## config.mk

```make
export PLATFORM = sky130hd
export DESIGN_NAME = peasant_mult_seq
export DESIGN_NICKNAME = d
export VERILOG_FILES = /design/src/rtl/peasant_pkg.sv /design/src/rtl/peasant_step.sv /design/src/rtl/peasant_mult_seq.sv
export SDC_FILE = /design/constraint.sdc
export NUM_CORES = 1
export LEC_CHECK = 0
export ABC_AREA = 1
export CAP_MARGIN = 30
export CORE_ASPECT_RATIO = 1.2
export CORE_UTILIZATION = 35
export DETAILED_ROUTE_END_ITERATION = 10
export SLEW_MARGIN = 40
export SYNTH_ARGS = -nofsm -noshare
export SYNTH_HDL_FRONTEND = slang
export SYNTH_SLANG_ARGS = --single-unit
export TNS_END_PERCENT = 30
```

## constraint.sdc

```tcl
create_clock -name clk -period 2.71 [get_ports clk]
set_input_delay 0.813 -clock clk [delete_from_list [all_inputs] [get_ports clk]]
set_output_delay 0.813 -clock clk [all_outputs]
set_load 0.01 [all_outputs]
```

## src/rtl/peasant_pkg.sv

```systemverilog
// Shared types and defaults for the sequential Russian-peasant multiplier.
package peasant_pkg;

  typedef enum logic [1:0] {IDLE, RUN, DONE} peasant_state_t;

  localparam int PEASANT_WIDTH = 32;

endpackage

```

## src/rtl/peasant_step.sv

```systemverilog
// One halve/double/accumulate iteration of the peasant multiplication, purely combinational.
module peasant_step #(
  parameter int WIDTH = peasant_pkg::PEASANT_WIDTH
) (
  input  logic [WIDTH-1:0]   a,
  input  logic [2*WIDTH-1:0] b,
  input  logic [2*WIDTH-1:0] acc,
  output logic [WIDTH-1:0]   a_nx,
  output logic [2*WIDTH-1:0] b_nx,
  output logic [2*WIDTH-1:0] acc_nx,
  output logic               last
);

  assign a_nx   = a >> 1;
  assign b_nx   = b << 1;
  // b is already 2*WIDTH wide and only ever holds multiplicand << k, k < WIDTH, so no carry is lost.
  assign acc_nx = acc + (a[0] ? b : '0);
  assign last   = (a_nx == '0);

endmodule

```

## src/rtl/peasant_mult_seq.sv

```systemverilog
// Sequential Russian-peasant multiplier: accept an operand pair, step once per clock, return the product.
module peasant_mult_seq
  import peasant_pkg::*;
#(
  parameter int WIDTH      = PEASANT_WIDTH,
  parameter bit EARLY_EXIT = 1'b1
) (
  input  logic               clk,
  input  logic               rst_n,
  input  logic               in_valid,
  output logic               in_ready,
  input  logic [WIDTH-1:0]   multiplicand,
  input  logic [WIDTH-1:0]   multiplier,
  output logic               out_valid,
  input  logic               out_ready,
  output logic [2*WIDTH-1:0] product,
  output logic               busy
);

  localparam int CW = (WIDTH > 1) ? $clog2(WIDTH) : 1;

  peasant_state_t state, state_nx;

  logic [WIDTH-1:0]   a, a_nx;
  logic [2*WIDTH-1:0] b, b_nx;
  logic [2*WIDTH-1:0] acc, acc_nx;
  logic [CW-1:0]      cnt;
  logic               last;
  logic               run_exit;

  peasant_step #(.WIDTH(WIDTH)) u_step (
    .a      (a),
    .b      (b),
    .acc    (acc),
    .a_nx   (a_nx),
    .b_nx   (b_nx),
    .acc_nx (acc_nx),
    .last   (last)
  );

  assign run_exit = (EARLY_EXIT && last) || (cnt == CW'(WIDTH - 1));

  // NOTE: registers use non-blocking (<=) so every flop samples pre-edge values, avoiding order-dependent races.
  always_ff @(posedge clk or negedge rst_n) begin
    if (!rst_n) state <= IDLE;
    else        state <= state_nx;
  end

  // NOTE: default assignment first so no path leaves state_nx unassigned, which would infer a latch.
  always_comb begin
    state_nx = state;
    unique case (state)
      IDLE:    if (in_valid) state_nx = RUN;
      RUN:     if (run_exit) state_nx = DONE;
      DONE:    if (out_ready) state_nx = IDLE;
      default: state_nx = IDLE;
    endcase
  end

  // in_ready is also gated by rst_n so nothing advertises acceptance while reset is held.
  always_comb begin
    in_ready  = rst_n && (state == IDLE);
    busy      = (state == RUN);
    out_valid = (state == DONE);
  end

  assign product = acc;

  always_ff @(posedge clk or negedge rst_n) begin
    if (!rst_n) begin
      a   <= '0;
      b   <= '0;
      acc <= '0;
      cnt <= '0;
    end else if (state == IDLE && in_valid) begin
      a   <= multiplier;
      b   <= {{WIDTH{1'b0}}, multiplicand};
      acc <= '0;
      cnt <= '0;
    end else if (state == RUN) begin
      a   <= a_nx;
      b   <= b_nx;
      acc <= acc_nx;
      cnt <= cnt + 1'b1;
    end
  end

endmodule

```

# [Yosys cells after proc, flatten, opt, wreduce, memory -nomap -nowiden]
# Cells that the tools add are included.
[word_totals] reg_bits=167 latchBits=0 ram_bits=0 rom_bits=0 input_bits=68 mem_count=0
[op_classes] n_addsub=2 multipliers=0 n_div=0 n_lt_le_gt_ge=0 eq_ne=6 shift=0 muxes=13 n_bitwise=0 n_reduce_logical=7
[op_table] operator="$mux W64" count=5
[op_table] operator="$add A64 B64 Y64" count=1
[op_table] operator="$mux W32" count=2
[op_table] operator="$logic_not A32 Y1" count=1
[op_table] operator="$mux W5" count=2
[op_table] operator="$mux W2" count=3
[op_table] operator="$pmux W2 S3" count=1
[op_table] operator="$add A5 B1 Y5 const B" count=1
[op_table] operator="$eq A5 B5 Y1 const B" count=1
[op_table] operator="$ne A2 B1 Y1 const B" count=2
[op_table] operator="$reduce_and A3 Y1" count=1
[op_table] operator="$eq A2 B1 Y1 const B" count=1
[op_table] operator="$eq A2 B2 Y1 const B" count=1
[op_table] operator="$logic_and A1 B1 Y1" count=2
[op_table] operator="$logic_not A2 Y1" count=1
[op_table] operator="$ne A2 B2 Y1 const B" count=1
[op_table] operator="$reduce_bool A2 Y1" count=1
[op_table] operator="$logic_or A1 B1 Y1" count=1

# [Depth between registers and ports, before layout]
# Gate-level depths: netlist of the first run.
[logic_depth] ltp_word=4 mapped_depth=20

# [Hierarchy]
# A second synthesis of the first run with hierarchy kept.
[unflattened] cells_unflattened=2322 hier_area_um2=14131.1
[modules_own_cells] module="peasant_step" instances=1 cells_per_inst=1527 area_per_inst_um2=7293.2
[modules_own_cells] module="peasant_mult_seq" instances=1 cells_per_inst=795 area_per_inst_um2=6837.8

# [Worst setup path after synthesis of the first run]
# Ideal clock, no wire load.
[synth_path] path_kind="register to register" start="register a[0]" end="register acc[29] (netlist: product[29])" setup_ns=0.119 arrival_time_ns=2.183 setup_slack_ns=0.408 stages_incl_launch_ff=17 period_less_slack_ns=2.302 path_cell_list="dfrtp_1 -> clkbuf_1 -> clkbuf_1 -> nand2_1 -> inv_1 -> ha_1 -> nand2_1 -> inv_1 -> nand2_1 -> nand2_1 -> a21oi_1 -> nand2_1 -> nand2_1 -> nand2_1 -> or2_0 -> nand3_1 -> nand2_1"
[synth_between] elab_chain_cells=4
[synth_lines] item="from (decl)" line="peasant_mult_seq.sv:24" text="logic [WIDTH-1:0] a, a_nx;"
[synth_lines] item="from (signal assigned)" line="peasant_mult_seq.sv:76" text="a <= multiplier;"
[synth_lines] item="from (signal assigned)" line="peasant_mult_seq.sv:81" text="a <= a_nx;"
[synth_lines] item="$mux W64" line="peasant_step.sv:17" text="assign acc_nx = acc + (a[0] ? b : '0);"
[synth_lines] item="$add A64 B64 Y64" line="peasant_step.sv:17"
[synth_lines] item="$mux W64" line="peasant_mult_seq.sv:80" text="end else if (state == RUN) begin"
[synth_lines] item="$mux W64" line="peasant_mult_seq.sv:75" text="end else if (state == IDLE && in_valid) begin"
[synth_lines] item="to (signal assigned)" line="peasant_mult_seq.sv:83" text="acc <= acc_nx;"
[synth_lines] item="to (decl)" line="peasant_mult_seq.sv:26" text="logic [2*WIDTH-1:0] acc, acc_nx;"
# Every way passes these cells. The select of a mux whose other input is x is not followed.
# A chain may end at the register's enable or synchronous reset.

# [Final worst setup path of the first run]
[layout_path] start="register state[1]" end="output port in_ready"
[layout_between] elab_chain_cells=2
[layout_lines] item="from (decl)" line="peasant_mult_seq.sv:22" text="peasant_state_t state, state_nx;"
[layout_lines] item="from (signal assigned)" line="peasant_mult_seq.sv:46" text="else state <= state_nx;"
[layout_lines] item="$logic_not A2 Y1" line="peasant_mult_seq.sv:62" text="in_ready = rst_n && (state == IDLE);"
[layout_lines] item="$logic_and A1 B1 Y1" line="peasant_mult_seq.sv:62"
[layout_lines] item="to (decl)" line="peasant_mult_seq.sv:11" text="output logic in_ready,"
# Every way passes these cells.

==> reports/qor.txt, run 1 <==
Hold Startpoint = b[63]
Synth Warn # = 0
Number of synthesized register bits = 167
# clock sinks = 167
Number of global-route vias before repair = 13000
Fmax = 0.381 GHz
Hold Vio Cnt, Final = 0
Largest cells by area after synthesis = dfrtp_1 (32%), nand2_1 (26%), inv_1 (14%)
Net Count, Synth = 2263
Iteration-0 DRC Markers = 847
Final HPWL DP = 35.0 mm
Grt ovf = 0
Area share of the largest cell type after synthesis = 0.321
Core area = 36700 um2
Async SR Flop Fraction = 1.00
Hold WC Path Type = flip-flop to flip-flop
Worst Path Buf+Inv = 2
Syn Inst Count = 2129
Max Cap Viol = 0
CP Capture Type = output pin
Max H-tree Level = 4
ANT nets after route = 0
Crit path time final = 2630 ps
Top Metal Used = met4
Dpl ws = -154 ps
Top_reg_cell synth = dfrtp_1
Period utilization = 0.969
Via density = 4.73
Clk slew on worst S/H paths = 70 ps
Worst Path Max Fanout = 3
Largest net degree at the start of global routing = 65
Library cells used by synthesis = 41
RSZ-0062 raised after global routing = true
Die H = 213 um
Row cnt = 77
Clock Skew = 18.9 ps
GP Congestion = 0.962
Layout cell share with drive strength beyond 1 = 0.0975
Routed len/inst = 15.5 um
CP Depth = 4
Power, Total = 14100 uW
Antenna cells = 0
CP top delay family = buffers and inverters
CP max stage delay = 560 ps
Fill cells = 3976
Buffers on Ports = 134
NumNets Final = 2451
CP Data Required Time = 1900 ps
DR WL met3 = 1.72 mm
Final setup fails = 0
Syn_area_per_cell = 6.11 um2
DRC viols = 0
Power density cells = 863 nW/um2
TritonCTS buffer count = 17
Die Area = 37900 um2
Final WS setup = 84.6 ps
Total number of vias = 13300
Crit Reg-Reg Endpoint = product[38]
Area Overhead vs Synth = 25.6%
Metal1 wirelength = 20.0 mm
Initial Utilization = 0.354
Die Wd = 178 um
RR Startpoint = a[0]
Critical-path cell list = nor2_2 -> inv_1 -> nor2_1 -> clkdlybuf4s50_1
# hold bufs at CTS = 0
Fin. max-slew vios = 0
Clock root buffer = clkbuf_16
Post-synth top area cell = dfrtp_1
Hold Worst Slack = 492 ps
Slew headroom = 0.523
Post-Syn Area = 13000 um2
Reg-to-reg slack, setup = 130 ps
Clk_lat worst skew = 470 ps
Initial DRT Pass Iterations = 5
VDD IR max = 0.000680 V
Arr. time, crit path = 1810 ps
Clock buffer depth = 2
Initial antenna violation count = 1
Outcome = complete, no violations
Crit-path slowest cell = clkdlybuf4s50_1
CP Launch Type = flip-flop
Leakage = 0.00924 uW
CTS tree = done
Share of the yosys chip area belonging to registers = 0.321
Worst slew pin tran = 716 ps
Cell depth of the worst flop-to-flop path = 16
Critical path class = flip-flop to output pin
First-pass GRT wire length = 69.2 mm
# IOs = 135
Critical Path End = in_ready
Total track usage = 0.240
Post-synth EDFFs = 0
Post-Route WL = 43.6 mm
Met2 wire len = 20.8 mm
Worst Setup SP = state[1]
==> cells in the mapped netlist, drive strengths merged (2+ instances only) <==
cell    count
dfrtp     167
inv       497
xnor2       2
ha         65
o21bai      3
buf        25
a32o        3
clkbuf     24
nand4       6
o221ai     31
nor3       13
or2         5
o21ai      44
nor4        8
nand3      84
o31ai       2
o22ai      32
nand2     896
o211ai     29
nand3b      5
a22o        3
nor2      119
a21oi      61
==> final cells by class <==
cell class	count	area, um2	area share
clock buffer	20	447	0.0274
clock inverter	11	93.8	0.00575
inverter	498	1870	0.115
multi-input combinational	1415	7080	0.433
sequential	167	4180	0.256
tap	474	593	0.0363
timing repair buffer	218	2070	0.127
==> power breakdown <==
part	total, uW	internal (uW)	switching (uW)
logic	7550	3030	4510
clock network	2350	1210	1140
registers	4190	3440	753
total	14100	7680	6400
==> tightest hold or removal path, cell delays in order (launching register included) <==
cell     delay (ps)
dfrtp_1         340
nand2_1          50
o21ai_0          60
==> registers in the layout, indices dropped and copies added, names as in the netlist <==
register  cells
state         2
a            32
product      64
b            64
cnt           5
==> cell usage in the layout (no fill, tap or decap), drive strengths merged, types with 13 or more instances in the layout <==
cell type | Yosys | final
a21oi | 61 | 61
buf | 25 | 85
clkbuf | 24 | 20
clkdlybuf4s50 | 0 | 133
dfrtp | 167 | 167
ha | 65 | 65
inv | 497 | 501
nand2 | 896 | 896
nand3 | 84 | 84
nor2 | 119 | 119
nor3 | 13 | 13
o211ai | 29 | 29
o21ai | 44 | 44
o221ai | 31 | 31
o22ai | 32 | 32
==> routing by layer <==
metal	global-route usage	vias to the layer above
li1	-	6831
met1	0.314	6085
met2	0.404	292
met3	0.0306	47
met4	0.0822	0
met5	0	-
==> kinds of logic (layout without fill, tap and decap cells) <==
logic type,Yosys count,after routing,synth area share
AO/OA/AOI/OAI,209,209,0.101
XOR/XNOR,3,3,0.00202
adder cells (fa/ha/maj),66,66,0.0641
buffers and inverters,547,747,0.160
flip-flops,167,167,0.321
AND/OR/NAND/NOR,1137,1137,0.351
==> worst min path at each step <==
stage,cells past startpoint,to,slack [ps]
2_1_floorplan,2,b[63],450
3_3_place_gp,2,b[63],480
3_5_place_dp,2,b[63],480
4_1_cts,2,b[63],490
5_1_grt,2,b[63],510
6_report,2,b[63],490
==> metrics by stage <==
stage	utilization	cell area, um2	TNS [ps]	instances
2_1_floorplan	-	13000	0	2129
3_3_place_gp	0.420	15400	-99.8	2768
3_5_place_dp	0.420	15400	-174	2768
4_1_cts	0.436	16000	0	2803
5_1_grt	0.445	16300	-595	2803
6_report	0.445	16300	0	2803
==> what timing repair did <==
item | CTS | global route
resized for setup | 1 | 80
setup endpoints to repair | 6 | 42
pin swaps | 1 | 1
buffers inserted | 4 | 0
No activity file was read; power rests on OpenSTA's default activity.
==> run 2: changes to the inputs <==
--- a/config.mk
+++ b/config.mk
@@ -5,7 +5,7 @@
 export SDC_FILE = /design/constraint.sdc
 export NUM_CORES = 1
 export LEC_CHECK = 0
-export ABC_AREA = 1
+export ABC_AREA = 0
 export CAP_MARGIN = 30
 export CORE_ASPECT_RATIO = 1.2
 export CORE_UTILIZATION = 35
==> run 2 against run 1 <==
The run now ends with setup timing left. Sequential power shrank 3%. Synthesized cell count decreased by 39%. Via count is 19% lower. Sequential share of layout area increased by 0.91 points. Global-route usage down 2.2 points. Critical endpoint is now product[56]. Non-clock buffer count rose by 221. Setup slack lost 740 ps. Final cell count decreased by 26%. Routed wire length down 23%. Sequential cell count is the same. Maximum frequency fell by 22%.
==> reports/qor.txt, run 2 <==
Outcome = finished with violations
Failing checks = setup timing
Power density cells = 935 nW/um2
Via density = 5.14
CP max stage delay = 440 ps
Net Count, Synth = 1429
Final HPWL DP = 24.4 mm
Async SR Flop Fraction = 1.00
Post-Route WL = 33.4 mm
Most frequent cell after synthesis = nand2_1
Clock root buffer = clkbuf_16
Syn_area_per_cell = 8.26 um2
Largest net degree at the start of global routing = 127
Clock Skew = 14.4 ps
Power, Total = 14700 uW
# hold bufs at CTS = 0
Slew headroom = 0.459
VDD IR max = 0.000463 V
Initial DRT Pass Iterations = 4
CP top delay family = compound AO/OA/AOI/OAI gates
TritonCTS buffer count = 17
RR Startpoint = a[0]
Most frequent CP cell = a211o_1
Die H = 193 um
Die Wd = 162 um
Syn Inst Count = 1295
Post-Syn Area = 10700 um2
Core area = 29900 um2
Crit Reg-Reg Endpoint = product[56]
Post-synth EDFFs = 0
Hold Vio Cnt, Final = 0
Post-synth top cells = nand2_1 (286), dfrtp_1 (167), o21ai_0 (125)
GP Congestion = 0.897
Number of global-route vias before repair = 10900
Antenna cells = 0
Hold Crit Depth = 1
Initial antenna violation count = 0
Most common cell after layout, fill and taps aside = buf_4
Number of synthesized register bits = 167
CP Data Required Time = 3050 ps
First-pass GRT wire length = 54.9 mm
Cell depth of the worst flop-to-flop path = 13
Max H-tree Level = 4
Fmax = 0.297 GHz
Final Cell Area = 15800 um2
Routed len/inst = 16.1 um
CTS tree = done
Layout cell share with drive strength beyond 1 = 0.256
Fin. max-slew vios = 0
Final WS setup = -652 ps
Critical-path cell list = buf_12 -> and2_1 -> ha_4 -> a21oi_2 -> o21bai_1 -> a21o_1 -> a211o_1 -> a221oi_4 -> o31ai_2 -> a211o_1 -> and3_1 -> or3_1 -> a32o_1
Area share of the largest cell type after synthesis = 0.391
Worst Path Max Fanout = 34
Leakage = 0.00740 uW
Max Cap Viol = 0
Area Overhead vs Synth = 47.5%
Arr. time, crit path = 3700 ps
Library cells used by synthesis = 57
DP Area = 14700 um2
Crit path time final = 3360 ps
Post-synth top area cell = dfrtp_1
Top_reg_cell synth = dfrtp_1
Commonest cells after routing, fill and taps aside = buf_4 (297), nand2_1 (284), dfrtp_1 (166), clkdlybuf4s50_1 (133), o21ai_0 (103)
Critical path class = flip-flop to flip-flop
NumNets Final = 1810
Reg-to-reg slack, setup = -650 ps
Fill cells = 2863
Period utilization = 1.24
DRC viols = 0
Largest cells by area after synthesis = dfrtp_1 (39%), nand2_1 (10%), ha_1 (7.6%)
CP Launch Type = flip-flop
Iteration-0 DRC Markers = 467
Total track usage = 0.218
Clk slew on worst S/H paths = 70 ps
Share of the yosys chip area belonging to registers = 0.391
ANT nets after route = 0
Synth Warn # = 0
RSZ-0062 raised after global routing = true
Final setup fails = 40
# clock sinks = 167
Clock buffer depth = 2
Crit-path slowest cell = dfrtp_2
Die Area = 31300 um2
# IOs = 135
Clk_lat worst skew = 450 ps
Worst Path Buf+Inv = 1
Hold WC Path Type = flip-flop to flip-flop
Hold Worst Slack = 491 ps
Total number of vias = 10700
Initial Utilization = 0.358
CP Capture Type = flip-flop
Hold path endpoint = cnt[3]
Worst slew pin tran = 812 ps
Grt ovf = 0
Row cnt = 69
Hold Startpoint = cnt[3]
Buffers on Ports = 134
-- run 2: cell types whose count changed after synthesis, sizes merged, moves of 43 or more --
| cell | previous run | this run |
|---|---|---|
| nor2 | 119 | 40 |
| nand2 | 896 | 286 |
| a22oi | 1 | 62 |
| and2 | 1 | 70 |
| nand3 | 84 | 41 |
| o21ai | 44 | 126 |
| clkbuf | 24 | 74 |
| inv | 497 | 21 |
-- run 2: area by class of cell --
| cell class | instances | area [um2] | area share |
|---|---|---|---|
| Multi-Input combinational cell | 1029 | 6730 | 0.427 |
| Timing Repair Buffer | 439 | 3700 | 0.235 |
| Clock inverter | 14 | 155 | 0.00984 |
| Clock buffer | 18 | 429 | 0.0272 |
| Sequential cell | 167 | 4180 | 0.265 |
| Tap cell | 390 | 488 | 0.0309 |
| Inverter | 22 | 83.8 | 0.00532 |
-- run 2: worst reg2reg max path, cell delays in order (launching register included) --
cell and delay (ps):
dfrtp_2 440, buf_12 170, and2_1 190, ha_4 220
a21oi_2 130, o21bai_1 80, a21o_1 190, a211o_1 320
a221oi_4 340, o31ai_2 110, a211o_1 320, and3_1 190
or3_1 300, a32o_1 260
-- run 2: metrics by stage --
stage	cells	util	worst slack, ps	setup TNS, ps
after floorplan	1295	-	-645	-5970
after global placement	2040	0.491	-684	-20100
after detailed placement	2042	0.493	-705	-17940
after CTS	2077	0.523	-679	-14120
after global routing	2079	0.528	-799	-20920
final	2079	0.528	-652	-13520
-- run 2: worst max-delay path by stage --
stage | from | cells after the start | endpoint | slack, ps
global placement | a[0] | 15 | product[63] | -680
detailed placement | a[0] | 15 | product[63] | -710
CTS | a[0] | 15 | product[63] | -680
global route | a[0] | 15 | product[63] | -800
floorplan | a[0] | 14 | product[56] | -640
finish | a[0] | 13 | product[56] | -650
-- run 2: cells by family after synthesis --
kind of cell / Yosys count / synth area share
flip-flops: 167 / 0.391
AO/OA/AOI/OAI: 386 / 0.227
adder cells (fa/ha/maj): 66 / 0.0779
buffers and inverters: 99 / 0.0349
AND/OR/NAND/NOR: 521 / 0.223
XOR/XNOR: 51 / 0.0418
multiplexers: 5 / 0.00480
-- run 2: layer usage --
metal  vias to the layer above  GRT usage  share of wire
met5                         -          0              0
met4                         0     0.0786          0.026
met3                        43     0.0349          0.034
met2                       193      0.377           0.50
met1                      5097      0.272           0.44
li1                       5351          -              -
-- run 2: repair_timing --
| item | CTS | global route |
|---|---|---|
| buffers inserted | 3 | 2 |
| resized for setup | 62 | 33 |
| pin swaps | 26 | 11 |
| gates cloned | 0 | 0 |
| setup endpoints to repair | 48 | 53 |
-- run 2: power breakdown --
group / leakage [uW] / switching (uW) / internal (uW)
sequential: 0.00220 / 693 / 3390
combinational: 0.00492 / 4260 / 3950
clock: 0.000283 / 1210 / 1240
==> run 3: changes to the inputs <==
--- a/config.mk
+++ b/config.mk
@@ -8,6 +8,7 @@
 export ABC_AREA = 0
 export CAP_MARGIN = 30
 export CORE_ASPECT_RATIO = 1.2
+export CORE_MARGIN = 2
 export CORE_UTILIZATION = 35
 export DETAILED_ROUTE_END_ITERATION = 10
 export SLEW_MARGIN = 40
==> run 3 against run 2 <==
The flow still finishes with violations (setup timing). Global-route usage rose by 0.19 points. Core utilization is 0.74 points higher. Non-clock buffer count is 16 higher. Hold slack lost 16 ps. Critical path type unchanged. Highest routed layer unchanged.
==> reports/qor.txt, run 3 (same netlist as run 2, synthesis figures left out) <==
Final setup fails = 41
CP Data Required Time = 3050 ps
# clock sinks = 167
Fmax = 0.300 GHz
# IOs = 135
Antenna cells = 0
Number of global-route vias before repair = 11100
Failing checks = setup timing
NumNets Final = 1826
Iteration-0 DRC Markers = 506
Period utilization = 1.23
Initial antenna violation count = 0
Leakage = 0.00756 uW
First-pass GRT wire length = 56.3 mm
Total number of vias = 10900
Slew headroom = 0.468
Largest net degree at the start of global routing = 73
Register Area = 4180 um2
Die Area = 32000 um2
CTS tree = done
VDD IR max = 0.000901 V
Power density cells = 942 nW/um2
Final Non-Filler Cells = 2101
Die Wd = 164 um
Setup TNS = -13490 ps
Critical path class = flip-flop to flip-flop
CP Launch Type = flip-flop
Final HPWL DP = 25.3 mm
Max H-tree Level = 4
Hold Vio Cnt, Final = 0
Post-placement cell count = 2054
Die H = 195 um
Clk slew on worst S/H paths = 80 ps
Row cnt = 70
Worst Path Max Fanout = 22
Grt ovf = 0
Via density = 5.17
GP Congestion = 0.907
Initial DRT Pass Iterations = 5
Commonest cells after routing, fill and taps aside = buf_4 (307), nand2_1 (284), dfrtp_1 (167), clkdlybuf4s50_1 (133), o21ai_0 (97)
RSZ-0062 raised after global routing = true
Routed len/inst = 16.4 um
Outcome = finished with violations
Arr. time, crit path = 3670 ps
Hold WC Path Type = primary input to async pin
Core area = 30300 um2
Clk_lat worst skew = 450 ps
Max Cap Viol = 0
Most common cell after layout, fill and taps aside = buf_4
Worst slew pin tran = 798 ps
Final WS setup = -619 ps
Buffers on Ports = 134
Area of the multi-input gates = 6980 um2
Clock Skew = 13.8 ps
Fill cells = 2880
Post-Route WL = 34.5 mm
Dpl ws = -734 ps
Fin. max-slew vios = 0
Area Overhead vs Synth = 51.7%
Clock root buffer = clkbuf_16
Layout cell share with drive strength beyond 1 = 0.283
Total track usage = 0.220
DRC viols = 0
ANT nets after route = 0
Crit path time final = 3330 ps
CP Capture Type = flip-flop
Initial Utilization = 0.353
Clock buffer depth = 2
TritonCTS buffer count = 17
run 3: per-stage QoR:
| stage | hold slack [ps] | total power (uW) | cell area [um2] | utilization |
|---|---|---|---|---|
| floorplan | 449 | 8180 | 10900 | - |
| global placement | 475 | 12000 | 14800 | 0.487 |
| detailed placement | 482 | 12200 | 14800 | 0.488 |
| CTS | 497 | 15200 | 15900 | 0.525 |
| global route | 511 | 16400 | 16200 | 0.535 |
| finish | 474 | 15300 | 16200 | 0.535 |
run 3: timing repair:
item | CTS | global route
resized for setup | 97 | 48
endpoints found under the setup margin | 48 | 52
pin swaps | 24 | 21
buffers inserted | 6 | 9
hold buffers | 0 | 0
run 3: where the power goes:
group	internal [uW]	total [uW]	switching [uW]
combinational	4130	8530	4400
clock	1420	2640	1220
sequential	3390	4100	716
total	8940	15300	6340
run 3: worst paths after layout:
check / start / endpoint / slack (ps) / cells after the start
worst min register to register: b[51] / b[52] / 500 / 2
max in group asynchronous: rst_n / a[18] / 1100 / 3
worst max-delay path: a[0] / product[56] / -620 / 13
min in group clk: b[51] / b[52] / 500 / 2
worst min-delay path: rst_n / state[0] / 470 / 2
worst max register to register: a[0] / product[56] / -620 / 13
run 3: critical path, stage by stage, from the launching register on:
cell and delay (ps):
dfrtp_1 410, buf_12 170, and2_1 140, ha_1 280, and3_1 190, and4_2 280, o21ai_1 130, a21oi_2 100
a221oi_2 330, o31ai_2 120, a211o_1 310, and3_1 190, or3_1 300, a32o_1 270
run 3: final cells by class:
type / count / area share
timing repair buffer: 455 / 0.238
inverter: 22 / 0.00517
multi-input combinational: 1029 / 0.430
tap: 396 / 0.0305
sequential: 167 / 0.258
clock buffer: 17 / 0.0262
clock inverter: 15 / 0.0125
run 3: per-layer routing:
layer | vias to the layer above | global-route usage | wire (um)
met4 | 0 | 0.0754 | 914
met2 | 222 | 0.389 | 17500
met3 | 61 | 0.0380 | 1340
met5 | - | 0 | 0
met1 | 5202 | 0.267 | 14800
li1 | 5377 | - | -
